`config.mk`:
```
export PLATFORM = sky130hd
export DESIGN_NAME = done_collector
export DESIGN_NICKNAME = d
export VERILOG_FILES = /design/src/rtl/done_collector.sv
export SDC_FILE = /design/constraint.sdc
export NUM_CORES = 1
export LEC_CHECK = 0
export CAP_MARGIN = 20
export CORE_MARGIN = 5
export CORE_UTILIZATION = 53
export CTS_CLUSTER_DIAMETER = 120
export DETAILED_ROUTE_END_ITERATION = 8
export HOLD_SLACK_MARGIN = 0.03
export PLACE_DENSITY = 0.81
export SLEW_MARGIN = 20
export SYNTH_ARGS = -nofsm -noshare
export SYNTH_HDL_FRONTEND = slang
export SYNTH_SLANG_ARGS = --single-unit
export TNS_END_PERCENT = 10
```
`constraint.sdc`:
```
create_clock -name clk_i -period 2 [get_ports clk_i]
set_input_delay 0.5 -clock clk_i [delete_from_list [all_inputs] [get_ports clk_i]]
set_output_delay 0.5 -clock clk_i [all_outputs]
set_load 0.005 [all_outputs]
```
`src/rtl/done_collector.sv`:
```
// Purpose : collects per-lane instruction-completion reports and pulses insn_done_o once all lanes have reported an ID.
// Latency : 1 cycle from the final lane's grant to the insn_done_o pulse.
// Backpressure: one grant per lane per cycle (round-robin over that lane's VFUs); an ungranted lane holds valid/ID.
//
// Ports:
//   clk_i, rst_ni    clock (rising edge) and asynchronous active-low reset
//   lane_done_i      [lane][vfu] done valid
//   lane_done_id_i   [lane][vfu] instruction ID carried by each done
//   lane_done_gnt_o  [lane][vfu] done grant, combinational from valids and round-robin pointers
//   flush_i          synchronous clear of the report map, pulses and pointers
//   insn_done_o      [id] one-cycle completion pulse
//   dup_err_o        sticky flag: a lane re-reported an ID it still had recorded
module done_collector #(
  parameter int unsigned NrLanes   = 4,
  parameter int unsigned NrLaneVFU = 2,
  parameter int unsigned InsnIDNum = 8,
  localparam int unsigned IdW      = (InsnIDNum > 1) ? $clog2(InsnIDNum) : 1,
  localparam int unsigned RrW      = (NrLaneVFU > 1) ? $clog2(NrLaneVFU) : 1
) (
  input  logic                                        clk_i,
  input  logic                                        rst_ni,
  input  logic [NrLanes-1:0][NrLaneVFU-1:0]           lane_done_i,
  input  logic [NrLanes-1:0][NrLaneVFU-1:0][IdW-1:0]  lane_done_id_i,
  output logic [NrLanes-1:0][NrLaneVFU-1:0]           lane_done_gnt_o,
  input  logic                                        flush_i,
  output logic [InsnIDNum-1:0]                        insn_done_o,
  output logic                                        dup_err_o
);

  // Wraps base+k into [0, NrLaneVFU) without a modulo operator.
  function automatic logic [RrW-1:0] rr_idx(input logic [RrW-1:0] base, input int k);
    int sum;
    sum = int'(base) + k;
    if (sum >= int'(NrLaneVFU)) sum = sum - int'(NrLaneVFU);
    return RrW'(sum);
  endfunction

  logic [NrLanes-1:0][RrW-1:0]          rr_q, rr_d;
  logic [NrLanes-1:0][NrLaneVFU-1:0]    gnt_raw;
  logic [NrLanes-1:0]                   lane_taken;

  logic [InsnIDNum-1:0][NrLanes-1:0]    map_q, map_d;
  logic [InsnIDNum-1:0][NrLanes-1:0]    new_bits;
  logic [InsnIDNum-1:0][NrLanes-1:0]    next_map;
  logic [InsnIDNum-1:0]                 complete;
  logic                                 dup_hit;

  // Per-lane round-robin: scan from rr[l] and grant the first valid VFU.
  // Only valids and the pointer feed this path; IDs never do.
  always_comb begin
    gnt_raw    = '0;
    lane_taken = '0;
    for (int l = 0; l < int'(NrLanes); l++) begin
      for (int k = 0; k < int'(NrLaneVFU); k++) begin
        if (!lane_taken[l] && lane_done_i[l][rr_idx(rr_q[l], k)]) begin
          gnt_raw[l][rr_idx(rr_q[l], k)] = 1'b1;
          lane_taken[l]                  = 1'b1;
        end
      end
    end
  end

  // No grants are offered while the block is held in reset.
  assign lane_done_gnt_o = rst_ni ? gnt_raw : '0;

  // Pointer moves just past the granted VFU; a flush restarts every lane at VFU 0.
  always_comb begin
    rr_d = rr_q;
    for (int l = 0; l < int'(NrLanes); l++) begin
      for (int v = 0; v < int'(NrLaneVFU); v++) begin
        if (lane_done_gnt_o[l][v]) begin
          rr_d[l] = (v == int'(NrLaneVFU) - 1) ? '0 : RrW'(v + 1);
        end
      end
    end
    if (flush_i) rr_d = '0;
  end

  // Bits contributed by this cycle's grants, and detection of a lane
  // reporting an ID whose bit it already holds.
  always_comb begin
    new_bits = '0;
    dup_hit  = 1'b0;
    for (int l = 0; l < int'(NrLanes); l++) begin
      for (int v = 0; v < int'(NrLaneVFU); v++) begin
        if (lane_done_gnt_o[l][v]) begin
          new_bits[lane_done_id_i[l][v]][l] = 1'b1;
          if (map_q[lane_done_id_i[l][v]][l]) dup_hit = 1'b1;
        end
      end
    end
  end

  assign next_map = map_q | new_bits;

  // Completion is judged on the merged map so the last lane's grant counts in
  // the same cycle; a completed row is cleared rather than keeping that grant.
  always_comb begin
    complete = '0;
    map_d    = '0;
    for (int id = 0; id < int'(InsnIDNum); id++) begin
      complete[id] = &next_map[id];
      map_d[id]    = complete[id] ? '0 : next_map[id];
    end
    if (flush_i) map_d = '0;
  end

  always_ff @(posedge clk_i or negedge rst_ni) begin
    if (!rst_ni) begin
      rr_q        <= '0;
      map_q       <= '0;
      insn_done_o <= '0;
      dup_err_o   <= 1'b0;
    end else begin
      rr_q        <= rr_d;
      map_q       <= map_d;
      insn_done_o <= flush_i ? '0 : complete;
      // Grants taken during a flush are discarded, so they cannot flag a duplicate.
      dup_err_o   <= dup_err_o | (dup_hit & ~flush_i);
    end
  end

endmodule

```
==> flow_metrics.tcl <==
set metrics [dict create \
    status "finished with violations" \
    failed_checks "negative setup slack" \
    dieHeight_um 82.9 \
    cts_hold_repair.buffers 0 \
    postRouteWirelength_mm 10.4 \
    synth-main-ff-cell "dfrtp_1" \
    grt_pass1_wl_mm 15.6 \
    wl_per_cell_um 20.9 \
    worstMarginPinSlew_ns 0.487 \
    worst_setup_hold_path_clk_slew_ns 0.10 \
    cts.sink_count 45 \
    synth.largest_area_cell "dfrtp_1" \
    grt_setup_unrepaired "true" \
    netlist_area_um2 2820 \
    p_switching_uw 669 \
    fill_cell_count 273 \
    timing_max_transition_violations_final 0 \
    drv_cap 0 \
    post-route-worst-setup-slack_ns -0.0892 \
    netlist.area_leader.share 0.400 \
    min_period_over_period 1.04 \
    power_frac_comb 0.275 \
    switching_share_of_total_power 0.311 \
    syn-mean-instance-area_um2 9.72 \
    drt.antenna.violating_nets 0 \
    dpl.hpwl_mm 7.45 \
    timing.clock.skew_ns 0.00696 \
    finalSetupViolCount 13 \
    setup.worst_path.end_class "flip-flop" \
    cp_data_arrival_time_ns 2.32 \
    dpl-instance-area_um2 4040 \
    vdd.ir_drop.worst_mv 0.406 \
    worstSetupStartpointType "input port" \
    grt_use_total 0.279 \
    power_density_nw_per_um2 489 \
    synthCells 290 \
    antenna_cells 0 \
    vias_in_the_first_global_route 3134 \
    fp.dieW_um 82.9 \
    floorplan.initialDensity 0.548 \
    async_reset_ff_frac 1.00 \
    yosys.cell_count.top_type "dfrtp_1" \
    first_iter_violations 283 \
    power.clock.fraction 0.276 \
    stdcell_area_um2 4410 \
    gr-total-overflow 0 \
    power.leakage_uw 0.00213 \
    cts_tree "built" \
    postSynthRegisterBits 45 \
    finalNetCount 462 \
    layout-drive-gt1-share 0.383 \
    grt_start_max_net_pins 17 \
    worst_slew_margin_rel 0.673 \
    via_per_inst 6.43 \
    clock_insertion_delay_worst_skew_ns 0.30 \
    max_freq_ghz 0.479 \
    yosys_warnings 0 \
    mappedNetlistNets 325 \
    dr.pass1.iters 5 \
    grt_antenna_before_repair 0 \
    worstPathRequired_ns 2.23 \
    internal-power_uw 1490 \
    area_delta_synth_final_pct 56.4 \
    dieArea_um2 6870 \
    netlist_top_cells_count "dfrtp_1, nor2_1, mux2i_1" \
    timing.setup.tns_ns -0.375 \
    port_buffers 51 \
    boundaryPins 52 \
    remaining_drcs 0 \
    cts_root_buf "clkbuf_8" \
    tritoncts.num_buffers 5 \
    critical_path.max_fanout 6 \
    power.sequential.fraction 0.449 \
    timing.setup.critical_path_class "input port to flip-flop" \
    cts-htree-levels 2 \
    placeableCoreArea_um2 5140 \
    min_period_ns 2.09 \
    report.final.hold_viol_count 0 \
    synth_top_cells_by_area "dfrtp_1, mux2i_1, nor2_1, a221o_1, and3_1" \
    vias 3203 \
    synth_seq_area_share 0.400 \
    finalWeightedCongestion 1.00 \
    min-delay-path-class "input port to asynchronous set/reset pin" \
    rows 26 \
    synth_enable_flop_cells 0 \
    ctsLongestPathBuffers 2 \
    synth.lib_cells_used.distinct 46 \
]
==> cell families after synthesis <==
kind of cell / synth area share
simple gates: 0.278
compound gates: 0.176
flops: 0.400
mux: 0.125
buf+inv: 0.0213
==> cells in the final DEF, fill, tap and decap left out, types with 8 or more instances in the layout <==
cell type and count:
dlygate4sd2_1 11, a221o_1 12, nor2_1 31, nor2b_1 12, dfrtp_1 45, buf_4 83, a221oi_2 10, and3_1 15
nand3_1 9, and2_1 8, clkdlybuf4s50_1 27, nand2_1 13, mux2i_1 25
==> layout make-up <==
| class | instances | area (um^2) | area share |
|---|---|---|---|
| Sequential cell | 45 | 1130 | 0.256 |
| Multi-Input combinational cell | 232 | 1880 | 0.427 |
| Tap cell | 70 | 87.6 | 0.0199 |
| Inverter | 4 | 15.0 | 0.00341 |
| Timing Repair Buffer | 139 | 1200 | 0.273 |
| Clock buffer | 5 | 68.8 | 0.0156 |
| Clock inverter | 3 | 25.0 | 0.00568 |
==> critical path, cell delays in order <==
cell,delay [ns]
clkdlybuf4s50_1,0.64
nor2b_2,0.12
a221oi_1,0.37
buf_4,0.21
nor4_4,0.05
or2_4,0.30
nor2_2,0.13
==> power groups by stage <==
stage	clock (uW)	sequential, uW	combinational, uW
after floorplan	0	970	210
after global placement	0	979	510
after detailed placement	0	978	522
after CTS	594	964	540
after global routing	637	969	631
final	595	967	593
==> through the flow <==
step | setup slack (ns) | utilization | hold slack, ns | instances | power, uW
after floorplan | 0.207 | - | 0.204 | 290 | 1180
after global placement | -0.550 | 0.785 | 0.460 | 488 | 1490
after detailed placement | -0.571 | 0.785 | 0.468 | 488 | 1500
after CTS | -0.129 | 0.824 | 0.248 | 497 | 2100
after global routing | -0.175 | 0.857 | 0.269 | 498 | 2240
final | -0.0892 | 0.857 | 0.268 | 498 | 2150
==> repair_timing <==
| item | in CTS | in global routing |
|---|---|---|
| endpoints found under the setup margin | 47 | 46 |
| gates resized for setup | 53 | 42 |
| pin swaps | 11 | 19 |
| setup buffers | 1 | 1 |
==> state kept, by name, indices dropped and copies added (netlist names) <==
name and flops:
insn_done_o 8, rr_q 4, dup_err_o 1, map_q 32
==> worst paths after layout <==
path                                startpoint             endpoint  slack (ns)  cells after the start
max                          lane_done_id_i[8]   map_q[9]$_DFF_PN0_       -0.09                      7
min                                     rst_ni  rr_q[1]$_DFFE_PN0P_        0.27                      2
max reg2reg                rr_q[1]$_DFFE_PN0P_   map_q[9]$_DFF_PN0_       -0.01                      8
min reg2reg                dup_err_o$_DFF_PN0_  dup_err_o$_DFF_PN0_        0.49                      1
max in group asynchronous               rst_ni  map_q[18]$_DFF_PN0_        1.47                      2
min in group clk_i         dup_err_o$_DFF_PN0_  dup_err_o$_DFF_PN0_        0.49                      1
==> metal layers <==
metal  part of all wire  wire, um  vias up  GRT usage
met5                  0         0        -          0
met2               0.49      5130      229      0.473
met4              0.030       317        0     0.0773
li1                   -         -     1396          -
met3              0.099      1030       46     0.0693
met1               0.38      3940     1532      0.353
(Power assumes the default switching activity.)
==> patch (same settings) <==
Reset style: synchronous (`rst_ni`), changed in one clocked block. Comments in the files are not updated.
--- a/src/rtl/done_collector.sv
+++ b/src/rtl/done_collector.sv
@@ -105,7 +105,7 @@
     if (flush_i) map_d = '0;
   end
 
-  always_ff @(posedge clk_i or negedge rst_ni) begin
+  always_ff @(posedge clk_i) begin
     if (!rst_ni) begin
       rr_q        <= '0;
       map_q       <= '0;
Behaviour: not the same (a bounded check fails within 4 cycles, from zero or initial values and one cycle with rst_ni low; the reset may be asserted at any time).
==> patch against the unedited design <==
The run still ends with negative setup slack left. Final area decreased by 2.0%. Sequential cell count unchanged. Core utilization decreased by 0.078 points. Critical path type unchanged. Synthesized area decreased by 4.0%. Largest power group unchanged. Via count increased by 1.2%. Highest routed layer unchanged. Power increased by 6.4%. Sequential power decreased by 4.2%. Routed wire length increased by 7.0%. Synthesized cell count decreased by 1.4%. Setup slack got worse by 0.052 ns. Critical path depth increased by 3.
==> patch: results (changes against the unedited design) <==
Outcome
  • Status: finished with violations (unchanged)
  • Failing checks: negative setup slack (unchanged)

Placed design
  • Routability cong.: 0.963 (was 1.00)
  • Placed insts: 466 (was 488)

Worst setup path
  • CP max FO: 4 (was 6)
  • WP data arrival: 2.36 ns (was 2.32 ns)
  • Slowest CP cell: a221oi_1 (was clkdlybuf4s50_1)
  • Crit path from: rst_ni (was lane_done_id_i[8])
  • Reg2reg start: rr_q[0] (was rr_q[1])
  • Max incr delay on CP: 0.56 ns (was 0.64 ns)

STA
  • Least-Margin Pin Slew: 0.620 ns (was 0.487 ns)
  • Setup Viol. Count Final: 18 (was 13)
  • Final WS setup: -0.142 ns (was -0.0892 ns)
  • Sum Neg Setup Slack: -0.810 ns (was -0.375 ns)
  • Clock skew: 0.00964 ns (was 0.00696 ns)

Routing
  • Vias per inst: 6.71 (was 6.43)
  • Wirelength per Cell: 23.1 um (was 20.9 um)

GRT
  • Largest net degree at the start of global routing: 15 (was 17)
  • Vias in the first global route: 3008 (was 3134)
  • Total global-route track usage: 0.300 (was 0.279)
  • GRT met2 Usage: 0.514 (was 0.473)
  • First-pass GRT wire length: 15000 um (was 15600 um)
  • Met3 track demand over resource: 0.0779 (was 0.0693)

Final layout
  • Layout cells sized above 1: 0.412 (was 0.383)
  • Post-Layout Cell Count: 483 (was 498)
  • Layout Nets: 447 (was 462)

Synthesis
  • Post-Syn Nets: 321 (was 325)
  • Share of the synthesized area in the top cell type: 0.333 (was 0.400)
  • Area contributors post-synth: dfxtp_1 33%, mux4_2 10%, nor2_1 5.7% (was dfrtp_1 40%, mux2i_1 8.9%, nor2_1 4.8%)
  • Synth Instances: 286 (was 290)
  • Count of cell types in the netlist: 45 (was 46)
  • Asr flop ratio synth: 0 (was 1.00)
  • Seq/Total Area, Yosys: 0.333 (was 0.400)

Worst hold path
  • Worst hold path type: flop to flop (was primary input to async pin)

Pwr
  • Net switching power of the design: 0.630 mW (was 0.669 mW)
  • VDD IR max: 0.000345 V (was 0.000406 V)
## patch: changes by cell type in the layout (fill, tap and decap cells not counted), sizes merged, moves of 7 or more
cell / before / now
dfrtp: 45 / 0
buf: 91 / 79
nor4: 5 / 12
dfxtp: 0 / 45
dlygate4sd2: 11 / 19
mux4: 2 / 12
and3: 17 / 0
a221o: 12 / 5
nand3: 9 / 0
mux2i: 25 / 8
## patch: what timing repair did
| action | CTS | global route |
|---|---|---|
| setup buffers | 8 | 1 |
| endpoints found under the setup margin | 49 | 39 |
| cloned | 0 | 0 |
| pin swaps | 14 | 12 |
| resized for setup | 83 | 34 |
## patch: kinds of logic after synthesis
family          share of synthesized area
mux                                 0.134
buf+inv                            0.0287
compound gates                      0.212
simple gates                        0.293
flops                               0.333
## patch: worst max-delay path: cells and delay by family
family / cells / cell delay (ns)
compound gates: 3 / 0.74
simple gates: 2 / 0.24
buf+inv: 5 / 0.87
## patch: per-stage QoR
| stage | utilization | hold WS [ns] |
|---|---|---|
| CTS | 0.831 | 0.552 |
| global route | 0.856 | 0.607 |
| detailed placement | 0.747 | 0.519 |
| floorplan | - | 0.480 |
| finish | 0.856 | 0.556 |
| global placement | 0.747 | 0.503 |
## patch: power by group through the flow
stage,clock (mW),combinational [mW],sequential (mW)
global placement,0,0.430,0.942
detailed placement,0,0.441,0.942
global route,0.871,0.568,0.927
CTS,0.806,0.484,0.923
floorplan,0,0.189,0.938
finish,0.825,0.542,0.926
## patch: routing by layer
layer,up-vias,routed length [um]
li1,1368,-
met1,1501,4040
met2,267,5190
met3,104,1050
met4,0,864
met5,-,0
## patch: final cells by class
class / count / area (um2)
inverters: 8 / 30.0
clock inverters: 3 / 65.1
fillers: 249 / 724
flip-flops and latches: 45 / 901
multi-input cells: 224 / 2090
well taps: 70 / 87.6
repair buffers: 128 / 1080
clock buffers: 5 / 68.8
## patch: final timing paths
kind,end,depth (start not counted),slack (ns)
setup / recovery,map_q[27],10,-0.14
hold / removal,rr_q[2],2,0.56
setup reg to reg,map_q[27],6,0
hold reg to reg,rr_q[2],2,0.56
